[config.mk]
export PLATFORM = sky130hd
export DESIGN_NAME = id_ex_stage_flat
export DESIGN_NICKNAME = d
export VERILOG_FILES = /design/src/rtl/id_ex_stage_if.sv /design/src/rtl/id_ex_stage.sv /design/src/flat_wrapper.sv
export SDC_FILE = /design/constraint.sdc
export NUM_CORES = 1
export LEC_CHECK = 0
export ABC_AREA = 1
export BUFFER_PORTS_ARGS = -buffer_cell sky130_fd_sc_hd__buf_2
export CAP_MARGIN = 10
export CORE_ASPECT_RATIO = 1.75
export CORE_MARGIN = 2
export CORE_UTILIZATION = 45
export CTS_CLUSTER_SIZE = 8
export DETAILED_ROUTE_END_ITERATION = 12
export PLACE_DENSITY_LB_ADDON = 0.08
export SETUP_SLACK_MARGIN = 0.4
export SLEW_MARGIN = 20
export SYNTH_ARGS = -nofsm -noshare
export SYNTH_HDL_FRONTEND = slang
export SYNTH_SLANG_ARGS = --single-unit
[constraint.sdc]
create_clock -name clk -period 2.3 [get_ports clk]
set_input_delay 0.23 -clock clk [delete_from_list [all_inputs] [get_ports clk]]
set_output_delay 0.23 -clock clk [all_outputs]
set_load 0.03 [all_outputs]
[src/rtl/id_ex_stage_if.sv]
// ID/EX stage bundle: upstream decoded instruction, forwarding taps and execute-side operands.
// Latency: n/a (wires only).
// Backpressure: in_valid/in_ready upstream, out_valid/out_ready downstream.
// master: drives instructions and consumes operands (decode + execute side).
// slave : the id_ex_stage itself.
interface id_ex_stage_if #(
   parameter int DW    = 32,
   parameter int AW    = 5,
   parameter int CNT_W = 16
);
   // upstream instruction
   logic             in_valid;
   logic             in_ready;
   logic [AW-1:0]    rs;
   logic [AW-1:0]    rt;
   logic [AW-1:0]    rd;
   logic [DW-1:0]    read_data1;
   logic [DW-1:0]    read_data2;
   logic [DW-1:0]    imm;
   logic             reg_write;
   logic             mem_to_reg;
   logic             mem_read;
   logic             mem_write;
   logic             alu_src;
   logic [3:0]       alu_op;
   logic             flush;
   // forwarding taps
   logic             exmem_reg_write;
   logic [AW-1:0]    exmem_rd;
   logic [DW-1:0]    exmem_result;
   logic             memwb_reg_write;
   logic [AW-1:0]    memwb_rd;
   logic [DW-1:0]    memwb_data;
   // execute side
   logic             out_valid;
   logic             out_ready;
   logic [DW-1:0]    operand_a;
   logic [DW-1:0]    operand_b;
   logic [DW-1:0]    store_data;
   logic [AW-1:0]    rd_out;
   logic [3:0]       alu_op_out;
   logic             reg_write_out;
   logic             mem_to_reg_out;
   logic             mem_read_out;
   logic             mem_write_out;
   logic             alu_src_out;
   // status
   logic             load_use_stall;
   logic [CNT_W-1:0] stall_cycles;

   modport master (
      output in_valid, rs, rt, rd, read_data1, read_data2, imm,
             reg_write, mem_to_reg, mem_read, mem_write, alu_src, alu_op, flush,
             exmem_reg_write, exmem_rd, exmem_result,
             memwb_reg_write, memwb_rd, memwb_data, out_ready,
      input  in_ready, out_valid, operand_a, operand_b, store_data, rd_out, alu_op_out,
             reg_write_out, mem_to_reg_out, mem_read_out, mem_write_out, alu_src_out,
             load_use_stall, stall_cycles
   );

   modport slave (
      input  in_valid, rs, rt, rd, read_data1, read_data2, imm,
             reg_write, mem_to_reg, mem_read, mem_write, alu_src, alu_op, flush,
             exmem_reg_write, exmem_rd, exmem_result,
             memwb_reg_write, memwb_rd, memwb_data, out_ready,
      output in_ready, out_valid, operand_a, operand_b, store_data, rd_out, alu_op_out,
             reg_write_out, mem_to_reg_out, mem_read_out, mem_write_out, alu_src_out,
             load_use_stall, stall_cycles
   );
endinterface

[src/rtl/id_ex_stage.sv]
// ID/EX stage: captures operands with EX/MEM > MEM/WB forwarding, stalls on load-use.
// Latency: 1 cycle from accepted input to out_valid; single-entry buffer.
// Backpressure: in_ready low while the entry is held (out_ready=0), on load-use hazard or flush.
// Ports: clk, rst_n (synchronous, active low); bus (slave) carries the upstream instruction
// (in_valid/in_ready, rs/rt/rd, read_data1/2, imm, control, alu_op, flush), the EX/MEM and
// MEM/WB forwarding taps, the execute-side operands (out_valid/out_ready, operand_a/b,
// store_data, rd_out, *_out control) and the load_use_stall / stall_cycles status.
module id_ex_stage #(
   parameter int DW    = 32,
   parameter int AW    = 5,
   parameter int CNT_W = 16
) (
   input  logic          clk,
   input  logic          rst_n,
   id_ex_stage_if.slave  bus
);

   logic [DW-1:0]    fwd_rs;
   logic [DW-1:0]    fwd_rt;
   logic             uses_rt;
   logic             stall;
   logic             ready;

   logic             out_valid_q;
   logic [DW-1:0]    operand_a_q;
   logic [DW-1:0]    operand_b_q;
   logic [DW-1:0]    store_data_q;
   logic [AW-1:0]    rd_q;
   logic [3:0]       alu_op_q;
   logic             reg_write_q;
   logic             mem_to_reg_q;
   logic             mem_read_q;
   logic             mem_write_q;
   logic             alu_src_q;
   logic [CNT_W-1:0] stall_cnt_q;

   // Forwarding muxes: the younger EX/MEM result wins over MEM/WB. The rd!=0 term keeps
   // r0 from ever being forwarded, since rd==rs then implies rs!=0.
   always_comb begin
      fwd_rs = bus.read_data1;
      if (bus.exmem_reg_write && (bus.exmem_rd != '0) && (bus.exmem_rd == bus.rs))
         fwd_rs = bus.exmem_result;
      else if (bus.memwb_reg_write && (bus.memwb_rd != '0) && (bus.memwb_rd == bus.rs))
         fwd_rs = bus.memwb_data;
   end

   always_comb begin
      fwd_rt = bus.read_data2;
      if (bus.exmem_reg_write && (bus.exmem_rd != '0) && (bus.exmem_rd == bus.rt))
         fwd_rt = bus.exmem_result;
      else if (bus.memwb_reg_write && (bus.memwb_rd != '0) && (bus.memwb_rd == bus.rt))
         fwd_rt = bus.memwb_data;
   end

   // rt only matters when it feeds the ALU or supplies store data.
   assign uses_rt = !bus.alu_src || bus.mem_write;

   // A held load whose destination the incoming instruction reads: its data does not
   // exist yet, so the consumer must wait until the load has moved on.
   assign stall = bus.in_valid && out_valid_q && mem_read_q && (rd_q != '0) &&
                  ((rd_q == bus.rs) || (uses_rt && (rd_q == bus.rt)));

   assign ready = (!out_valid_q || bus.out_ready) && !stall && !bus.flush;

   always_ff @(posedge clk) begin
      if (!rst_n) begin
         out_valid_q  <= 1'b0;
         operand_a_q  <= '0;
         operand_b_q  <= '0;
         store_data_q <= '0;
         rd_q         <= '0;
         alu_op_q     <= '0;
         reg_write_q  <= 1'b0;
         mem_to_reg_q <= 1'b0;
         mem_read_q   <= 1'b0;
         mem_write_q  <= 1'b0;
         alu_src_q    <= 1'b0;
      end else if (bus.flush) begin
         // payload is left as-is; only the valid bit is killed
         out_valid_q <= 1'b0;
      end else if (bus.in_valid && ready) begin
         out_valid_q  <= 1'b1;
         operand_a_q  <= fwd_rs;
         operand_b_q  <= bus.alu_src ? bus.imm : fwd_rt;
         store_data_q <= fwd_rt;
         rd_q         <= bus.rd;
         alu_op_q     <= bus.alu_op;
         reg_write_q  <= bus.reg_write;
         mem_to_reg_q <= bus.mem_to_reg;
         mem_read_q   <= bus.mem_read;
         mem_write_q  <= bus.mem_write;
         alu_src_q    <= bus.alu_src;
      end else if (bus.out_ready) begin
         out_valid_q <= 1'b0;
      end
   end

   // Saturating hazard counter; only reset clears it.
   always_ff @(posedge clk) begin
      if (!rst_n)
         stall_cnt_q <= '0;
      else if (stall && (stall_cnt_q != {CNT_W{1'b1}}))
         stall_cnt_q <= stall_cnt_q + 1'b1;
   end

   assign bus.in_ready       = ready;
   assign bus.load_use_stall = stall;
   assign bus.stall_cycles   = stall_cnt_q;
   assign bus.out_valid      = out_valid_q;
   assign bus.operand_a      = operand_a_q;
   assign bus.operand_b      = operand_b_q;
   assign bus.store_data     = store_data_q;
   assign bus.rd_out         = rd_q;
   assign bus.alu_op_out     = alu_op_q;
   assign bus.reg_write_out  = reg_write_q;
   assign bus.mem_to_reg_out = mem_to_reg_q;
   assign bus.mem_read_out   = mem_read_q;
   assign bus.mem_write_out  = mem_write_q;
   assign bus.alu_src_out    = alu_src_q;

endmodule

[src/flat_wrapper.sv]
// flat-port wrapper written by rule: the top's interface ports become plain ports
module id_ex_stage_flat 
#(
   parameter int DW    = 32,
   parameter int AW    = 5,
   parameter int CNT_W = 16
)
  (clk, rst_n, bus_in_valid, bus_rs, bus_rt, bus_rd, bus_read_data1, bus_read_data2, bus_imm, bus_reg_write, bus_mem_to_reg, bus_mem_read, bus_mem_write, bus_alu_src, bus_alu_op, bus_flush, bus_exmem_reg_write, bus_exmem_rd, bus_exmem_result, bus_memwb_reg_write, bus_memwb_rd, bus_memwb_data, bus_out_ready, bus_in_ready, bus_out_valid, bus_operand_a, bus_operand_b, bus_store_data, bus_rd_out, bus_alu_op_out, bus_reg_write_out, bus_mem_to_reg_out, bus_mem_read_out, bus_mem_write_out, bus_alu_src_out, bus_load_use_stall, bus_stall_cycles);
  id_ex_stage_if #(.DW(DW), .AW(AW), .CNT_W(CNT_W)) bus_i ();
  input  logic clk;
  input  logic rst_n;
  input wire logic [$bits(bus_i.in_valid)-1:0] bus_in_valid;
  input wire logic [$bits(bus_i.rs)-1:0] bus_rs;
  input wire logic [$bits(bus_i.rt)-1:0] bus_rt;
  input wire logic [$bits(bus_i.rd)-1:0] bus_rd;
  input wire logic [$bits(bus_i.read_data1)-1:0] bus_read_data1;
  input wire logic [$bits(bus_i.read_data2)-1:0] bus_read_data2;
  input wire logic [$bits(bus_i.imm)-1:0] bus_imm;
  input wire logic [$bits(bus_i.reg_write)-1:0] bus_reg_write;
  input wire logic [$bits(bus_i.mem_to_reg)-1:0] bus_mem_to_reg;
  input wire logic [$bits(bus_i.mem_read)-1:0] bus_mem_read;
  input wire logic [$bits(bus_i.mem_write)-1:0] bus_mem_write;
  input wire logic [$bits(bus_i.alu_src)-1:0] bus_alu_src;
  input wire logic [$bits(bus_i.alu_op)-1:0] bus_alu_op;
  input wire logic [$bits(bus_i.flush)-1:0] bus_flush;
  input wire logic [$bits(bus_i.exmem_reg_write)-1:0] bus_exmem_reg_write;
  input wire logic [$bits(bus_i.exmem_rd)-1:0] bus_exmem_rd;
  input wire logic [$bits(bus_i.exmem_result)-1:0] bus_exmem_result;
  input wire logic [$bits(bus_i.memwb_reg_write)-1:0] bus_memwb_reg_write;
  input wire logic [$bits(bus_i.memwb_rd)-1:0] bus_memwb_rd;
  input wire logic [$bits(bus_i.memwb_data)-1:0] bus_memwb_data;
  input wire logic [$bits(bus_i.out_ready)-1:0] bus_out_ready;
  output wire logic [$bits(bus_i.in_ready)-1:0] bus_in_ready;
  output wire logic [$bits(bus_i.out_valid)-1:0] bus_out_valid;
  output wire logic [$bits(bus_i.operand_a)-1:0] bus_operand_a;
  output wire logic [$bits(bus_i.operand_b)-1:0] bus_operand_b;
  output wire logic [$bits(bus_i.store_data)-1:0] bus_store_data;
  output wire logic [$bits(bus_i.rd_out)-1:0] bus_rd_out;
  output wire logic [$bits(bus_i.alu_op_out)-1:0] bus_alu_op_out;
  output wire logic [$bits(bus_i.reg_write_out)-1:0] bus_reg_write_out;
  output wire logic [$bits(bus_i.mem_to_reg_out)-1:0] bus_mem_to_reg_out;
  output wire logic [$bits(bus_i.mem_read_out)-1:0] bus_mem_read_out;
  output wire logic [$bits(bus_i.mem_write_out)-1:0] bus_mem_write_out;
  output wire logic [$bits(bus_i.alu_src_out)-1:0] bus_alu_src_out;
  output wire logic [$bits(bus_i.load_use_stall)-1:0] bus_load_use_stall;
  output wire logic [$bits(bus_i.stall_cycles)-1:0] bus_stall_cycles;
  assign bus_i.in_valid = bus_in_valid;
  assign bus_i.rs = bus_rs;
  assign bus_i.rt = bus_rt;
  assign bus_i.rd = bus_rd;
  assign bus_i.read_data1 = bus_read_data1;
  assign bus_i.read_data2 = bus_read_data2;
  assign bus_i.imm = bus_imm;
  assign bus_i.reg_write = bus_reg_write;
  assign bus_i.mem_to_reg = bus_mem_to_reg;
  assign bus_i.mem_read = bus_mem_read;
  assign bus_i.mem_write = bus_mem_write;
  assign bus_i.alu_src = bus_alu_src;
  assign bus_i.alu_op = bus_alu_op;
  assign bus_i.flush = bus_flush;
  assign bus_i.exmem_reg_write = bus_exmem_reg_write;
  assign bus_i.exmem_rd = bus_exmem_rd;
  assign bus_i.exmem_result = bus_exmem_result;
  assign bus_i.memwb_reg_write = bus_memwb_reg_write;
  assign bus_i.memwb_rd = bus_memwb_rd;
  assign bus_i.memwb_data = bus_memwb_data;
  assign bus_i.out_ready = bus_out_ready;
  assign bus_in_ready = bus_i.in_ready;
  assign bus_out_valid = bus_i.out_valid;
  assign bus_operand_a = bus_i.operand_a;
  assign bus_operand_b = bus_i.operand_b;
  assign bus_store_data = bus_i.store_data;
  assign bus_rd_out = bus_i.rd_out;
  assign bus_alu_op_out = bus_i.alu_op_out;
  assign bus_reg_write_out = bus_i.reg_write_out;
  assign bus_mem_to_reg_out = bus_i.mem_to_reg_out;
  assign bus_mem_read_out = bus_i.mem_read_out;
  assign bus_mem_write_out = bus_i.mem_write_out;
  assign bus_alu_src_out = bus_i.alu_src_out;
  assign bus_load_use_stall = bus_i.load_use_stall;
  assign bus_stall_cycles = bus_i.stall_cycles;
  id_ex_stage #(.DW(DW), .AW(AW), .CNT_W(CNT_W)) u_core (.clk(clk), .rst_n(rst_n), .bus(bus_i));
endmodule
; Yosys cells after proc, flatten, opt, wreduce, memory -nomap -nowiden
; Cells that the tools add are included.
[word_totals]
reg_bits = 127
inputBits = 201
out_inout_bits = 129
word_cells = 57
[classes]
addsub = 1
eq_ne = 7
n_mux = 7
n_bitwise = 2
reduce_logical = 28
[ops]
columns = cell, n
row1 = 32-bit 2-to-1 mux, 5
row2 = 5-bit equality test, 6
row3 = "16-bit by 1-bit adder with 16-bit output, second input constant", 1
row4 = "16-bit != test, second input constant", 1
row5 = 1-bit logical AND, 15
row6 = 5-bit nonzero test, 3
row7 = 1-bit zero test, 4
row8 = 1-bit logical OR, 3
row9 = 1-bit 2-to-1 mux, 2
row10 = 1-bit inverter, 2
row11 = 2-bit AND reduction, 1
row12 = 2-bit nonzero test, 1
row13 = 2-bit OR reduction, 1

; Depth between registers and ports, before layout
[logic_depth]
depth_word = 10
depth_mapped = 13
depth_no_buf = 13

; Least setup slack after synthesis
; Ideal clock, no wire load.
[synth_path]
kind = flip-flop to flip-flop
start = reg u_core.rd_q[3] (netlist: u_core.bus.rd_out[3])
end = reg u_core.stall_cnt_q[5] (netlist: u_core.bus.stall_cycles[5])
setup_ps = 70
t_arrival_ps = 1875
t_required_ps = 2230
path_slack_ps = 356
stages_incl_launch_ff = 14
path_buffers = 1
synth_period_minus_slack_ps = 1944
path_cell_list = dfxtp_1 inv_1 nand2_1 nand2_1 nor2_1 nand3_1 nand2_1 nand2_2 inv_1 nand2_2 inv_2 buf_4 nand2_1 a21oi_1
[synth_between]
elab_chain_cells = 5
word_cells_on_any_way = 8
cone_classes = eq/ne (2) / reduce/logical (6)
[synth_rtl]
columns = element, line
row1 = start: declaration, id_ex_stage.sv:28  ; logic [AW-1:0] rd_q;
row2 = start signal: assignment, id_ex_stage.sv:86  ; rd_q <= bus.rd;
row3 = 5-bit equality test, id_ex_stage.sv:61  ; ((rd_q == bus.rs) || (uses_rt && (rd_q == bus.rt)));
row4 = 1-bit logical AND, id_ex_stage.sv:61
row5 = 1-bit logical OR, id_ex_stage.sv:61
row6 = 1-bit logical AND *, id_ex_stage.sv:60  ; assign stall = bus.in_valid && out_valid_q && mem_read_q && (rd_q != '0) &&
row7 = net bus_load_use_stall, flat_wrapper.sv:45  ; output wire logic [$bits(bus_i.load_use_stall)-1:0] bus_load_use_stall;
row8 = 1-bit logical AND *, id_ex_stage.sv:102  ; else if (stall && (stall_cnt_q != {CNT_W{1'b1}}))
row9 = end signal: assignment, id_ex_stage.sv:103  ; stall_cnt_q <= stall_cnt_q + 1'b1;
row10 = end: declaration, id_ex_stage.sv:35  ; logic [CNT_W-1:0] stall_cnt_q;
; Mark *: on every way through the listed nets, which the timed path passes. The rest lies on a longest branch.
; A chain may end at the register's enable or synchronous reset.

; Final worst setup path
[layout_path]
start = reg u_core.rd_q[1] (netlist: u_core.bus.rd_out[1])
end = reg u_core.store_data_q[26] (netlist: u_core.bus.store_data[26])
[layout_between]
elab_chain_cells = 9
word_cells_on_any_way = 12
cone_classes = eq/ne (2) / reduce/logical (10)
[layout_rtl]
columns = element, line
row1 = 5-bit equality test, id_ex_stage.sv:61
row2 = 1-bit logical AND, id_ex_stage.sv:61
row3 = 1-bit logical OR, id_ex_stage.sv:61
row4 = 1-bit logical AND *, id_ex_stage.sv:60
row5 = 1-bit zero test *, id_ex_stage.sv:63  ; assign ready = (!out_valid_q || bus.out_ready) && !stall && !bus.flush;
row6 = 1-bit logical AND * (2 in series), id_ex_stage.sv:63
row7 = 1-bit logical AND *, id_ex_stage.sv:81  ; end else if (bus.in_valid && ready) begin
row8 = 2-bit AND reduction (no line) *, n/a
row9 = end signal: assignment, id_ex_stage.sv:85  ; store_data_q <= fwd_rt;
row10 = end: declaration, id_ex_stage.sv:27  ; logic [DW-1:0] store_data_q;
; Mark *: on every way between the ends. The rest lies on a longest branch, timed or not.

==> results.sh <==
export IMPL_outcome="completed"
export IMPL_clkLatencyLatePin_ps=420
export IMPL_mostFrequentLayoutCell="nand2_1"
export IMPL_rows=61
export IMPL_cts_buffer_depth=2
export IMPL_cp_num_buf_inv=2
export IMPL_grt_max_degree=90
export IMPL_tns_ps=0
export IMPL_first_pass_iters=5
export IMPL_remaining_drc_errors=0
export IMPL_p_per_area_nw_per_um2=650
export IMPL_max_cap_violations=0
export IMPL_start_util_pct=45.9
export IMPL_grt_pass1_vias=8528
export IMPL_cts_tree="done"
export IMPL_nets=1672
export IMPL_syn_area_um2=7290
export IMPL_gp_congestion=0.940
export IMPL_syn_mean_instance_area_um2=6.22
export IMPL_ys_seq_elements=127
export IMPL_design_core_area_um2=15900
export IMPL_power_leakage_nw=5.12
export IMPL_htree_levels=4
export IMPL_period_needed_ps=1810
export IMPL_critPathTopFamily="simple AND/OR/NAND/NOR gates"
export IMPL_dr_total_vias=8916
export IMPL_clk_pin_slew_ps=60
export IMPL_worstHoldPathCells=2
export IMPL_dieArea_um2=17300
export IMPL_rr_endpoint="u_core.bus.store_data[26]$_SDFFE_PN0P_"
export IMPL_wirelength_um=29900
export IMPL_rrSetupSlack_ps=490
export IMPL_hold_viol_final=0
export IMPL_wire_per_inst_um=17.8
export IMPL_worst_pin_slew_ps=540
export IMPL_layout_common_cells="nand2_1 (346), buf_2 (327), nand3_1 (164)"
export IMPL_whs_ps=9.09
export IMPL_die_x_um=100
export IMPL_grtUsageTotal_pct=33.7
export IMPL_synth_nets=1375
export IMPL_min_to="u_core.bus.out_valid$_SDFFE_PP0P_"
export IMPL_cts_sinks=127
export IMPL_routed_via_density=5.31
export IMPL_arrival_ps=2090
export IMPL_finalCritPeriodShare_pct=78.7
export IMPL_hold_class="input pin to flop"
export IMPL_grt_pass1_wl_um=44400
export IMPL_grt_overflow=0
export IMPL_drtAntennaViolNets=0
export IMPL_irDropWorstVdd_v=0.000551
export IMPL_drt_initial_drc_count=495
export IMPL_antenna_found_initial=5
export IMPL_slew_headroom_pct=64.0
export IMPL_crit_path_end_kind="flop"
export IMPL_netlist_instances=1173
export IMPL_final_layout_size_suffix_gt1_share_pct=28.3
export IMPL_ys_warn_count=0
export IMPL_cp_start_kind="flop"
export IMPL_cts_buffers=17
export IMPL_slowest_delay_ps=350
export IMPL_crit_type="flop to flop"
export IMPL_dp_hpwl_um=22200
export IMPL_cp_cell_sequence="inv_2 -> nand2_1 -> nand2_1 -> nor2_1 -> nand3_1 -> nand2_2 -> nand2_4 -> nand3_4 -> buf_12 -> a21oi_1 -> a21oi_1 -> nor2_1"
export IMPL_slew_viol_final=0
export IMPL_min_from="bus_flush"
export IMPL_required_ps=2580
export IMPL_syn_to_final_growth_pct=34.2
export IMPL_path_max_fanout=89
export IMPL_critPathSlowestCell="dfxtp_2"
export IMPL_max_freq_mhz=552
export IMPL_portBuffers=329
export IMPL_synth_cell_type_count=30
export IMPL_die_height_um=172
export IMPL_rr_startpoint="u_core.bus.rd_out[1]$_SDFFE_PN0P_"
export IMPL_nFillCells=1653
export IMPL_io_pins=330
export IMPL_ys_seq_area_share_pct=34.9
export IMPL_ff2ff_path_depth=12
export IMPL_fin_worst_skew_ps=10.1
export IMPL_post_cts_buffers=0
export IMPL_path_depth=12
export IMPL_setup_violations=0
export IMPL_rsz0062_at_grt="yes"
export IMPL_cts_root_buf="clkbuf_16"
export IMPL_cp_startpoint="u_core.bus.rd_out[1]$_SDFFE_PN0P_"
-- flip-flops by register name, indices dropped and copies added (netlist names), 4 cells and up --
name and flops:
u_core.bus.alu_op_out 4, u_core.bus.store_data 32, u_core.bus.operand_b 32, u_core.bus.operand_a 32
u_core.bus.stall_cycles 16, u_core.bus.rd_out 5
-- through the flow --
stage	setup slack (ps)	instances	power, W	util, %	instance area (um2)
detailed placement	255	1639	0.00367	57.2	9080
global placement	291	1639	0.00366	57.2	9080
floorplan	405	1173	0.00316	-	7300
global route	326	1675	0.00659	61.6	9780
CTS	416	1671	0.00636	61.0	9680
finish	489	1678	0.00636	61.6	9790
-- power by group --
| part | switching, W | internal, W | total, W | leakage [nW] |
|---|---|---|---|---|
| registers | 0.0000669 | 0.00231 | 0.00238 | 1.04 |
| logic | 0.000840 | 0.000430 | 0.00127 | 3.80 |
| clock network | 0.00115 | 0.00156 | 0.00271 | 0.275 |
| total | 0.00206 | 0.00430 | 0.00636 | 5.12 |
-- worst max-delay path by stage --
| stage | to | slack (ps) |
|---|---|---|
| floorplan | u_core.bus.stall_cycles[5]$_SDFFE_PN0P_ | 410 |
| global placement | u_core.bus.operand_b[29]$_SDFFE_PN0P_ | 290 |
| detailed placement | u_core.bus.operand_b[30]$_SDFFE_PN0P_ | 250 |
| CTS | bus_load_use_stall | 420 |
| global route | u_core.bus.store_data[24]$_SDFFE_PN0P_ | 330 |
| finish | u_core.bus.store_data[26]$_SDFFE_PN0P_ | 490 |
-- layer usage --
layer	routed length, um	vias to the layer above	track usage [%]
met5	0	-	0
met2	15700	421	61.5
li1	-	4381	-
met4	1870	0	21.4
met3	1930	93	6.67
met1	10400	4021	34.4
-- cell usage after synthesis --
| library cell | number | area (um2) |
|---|---|---|
| inv_2 | 4 | 15.0 |
| nor2_1 | 86 | 323 |
| o211a_1 | 1 | 10.0 |
| xor2_1 | 14 | 123 |
| nand3_4 | 1 | 17.5 |
| clkbuf_1 | 41 | 154 |
| nor3_4 | 1 | 16.3 |
| nand2_2 | 2 | 12.5 |
| inv_1 | 104 | 390 |
| clkbuf_2 | 1 | 5.00 |
| buf_1 | 1 | 3.75 |
| nor2_2 | 2 | 12.5 |
| nor3_1 | 4 | 20.0 |
| nor3b_1 | 1 | 7.51 |
| xnor2_1 | 11 | 96.3 |
| nor4_1 | 2 | 12.5 |
| buf_6 | 1 | 11.3 |
| o21ai_0 | 75 | 375 |
| a21oi_1 | 104 | 521 |
| nand2_1 | 349 | 1310 |
| nand3_1 | 165 | 826 |
| nand3b_1 | 27 | 203 |
| ha_1 | 1 | 12.5 |
| buf_4 | 8 | 60.1 |
| o21ai_1 | 9 | 45.0 |
| or2_2 | 5 | 31.3 |
| dfxtp_1 | 127 | 2540 |
| nand4_1 | 4 | 25.0 |
| buf_2 | 21 | 105 |
| a211oi_1 | 1 | 7.51 |
-- worst reg2reg max path: cells and delay by family (launching register included) --
family / cells / cell delay (ps)
AO/OA/AOI/OAI: 2 / 280
AND/OR/NAND/NOR: 8 / 650
flip-flops: 1 / 350
buffers and inverters: 2 / 410
-- cell families (layout without fill, tap and decap cells) --
| family | Yosys count | in the layout | share of synthesized area [%] |
|---|---|---|---|
| buffers and inverters | 181 | 491 | 10.2 |
| XOR/XNOR | 25 | 25 | 3.00 |
| AO/OA/AOI/OAI | 190 | 190 | 13.1 |
| adder cells (fa/ha/maj) | 1 | 1 | 0.172 |
| AND/OR/NAND/NOR | 649 | 649 | 38.6 |
| other | 0 | 6 | 0 |
| flip-flops | 127 | 127 | 34.9 |
-- area by class of cell --
cell class / instances / area, um2 / share of cell area (%)
antenna: 6 / 15.0 / 0.153
clock buffer: 18 / 439 / 4.49
clock inverter: 14 / 144 / 1.47
inverter: 108 / 409 / 4.18
multi-input combinational: 865 / 4040 / 41.3
sequential: 127 / 2560 / 26.2
tap: 189 / 236 / 2.42
timing repair buffer: 351 / 1940 / 19.8
-- repair_timing --
action,4_1_cts,5_1_grt
hold buffers,0,0
endpoints found under the setup margin,55,93
cloned,0,1
resized for setup,6,29
pin swaps,0,4
Note: power is estimated with default switching activity, not from simulation.
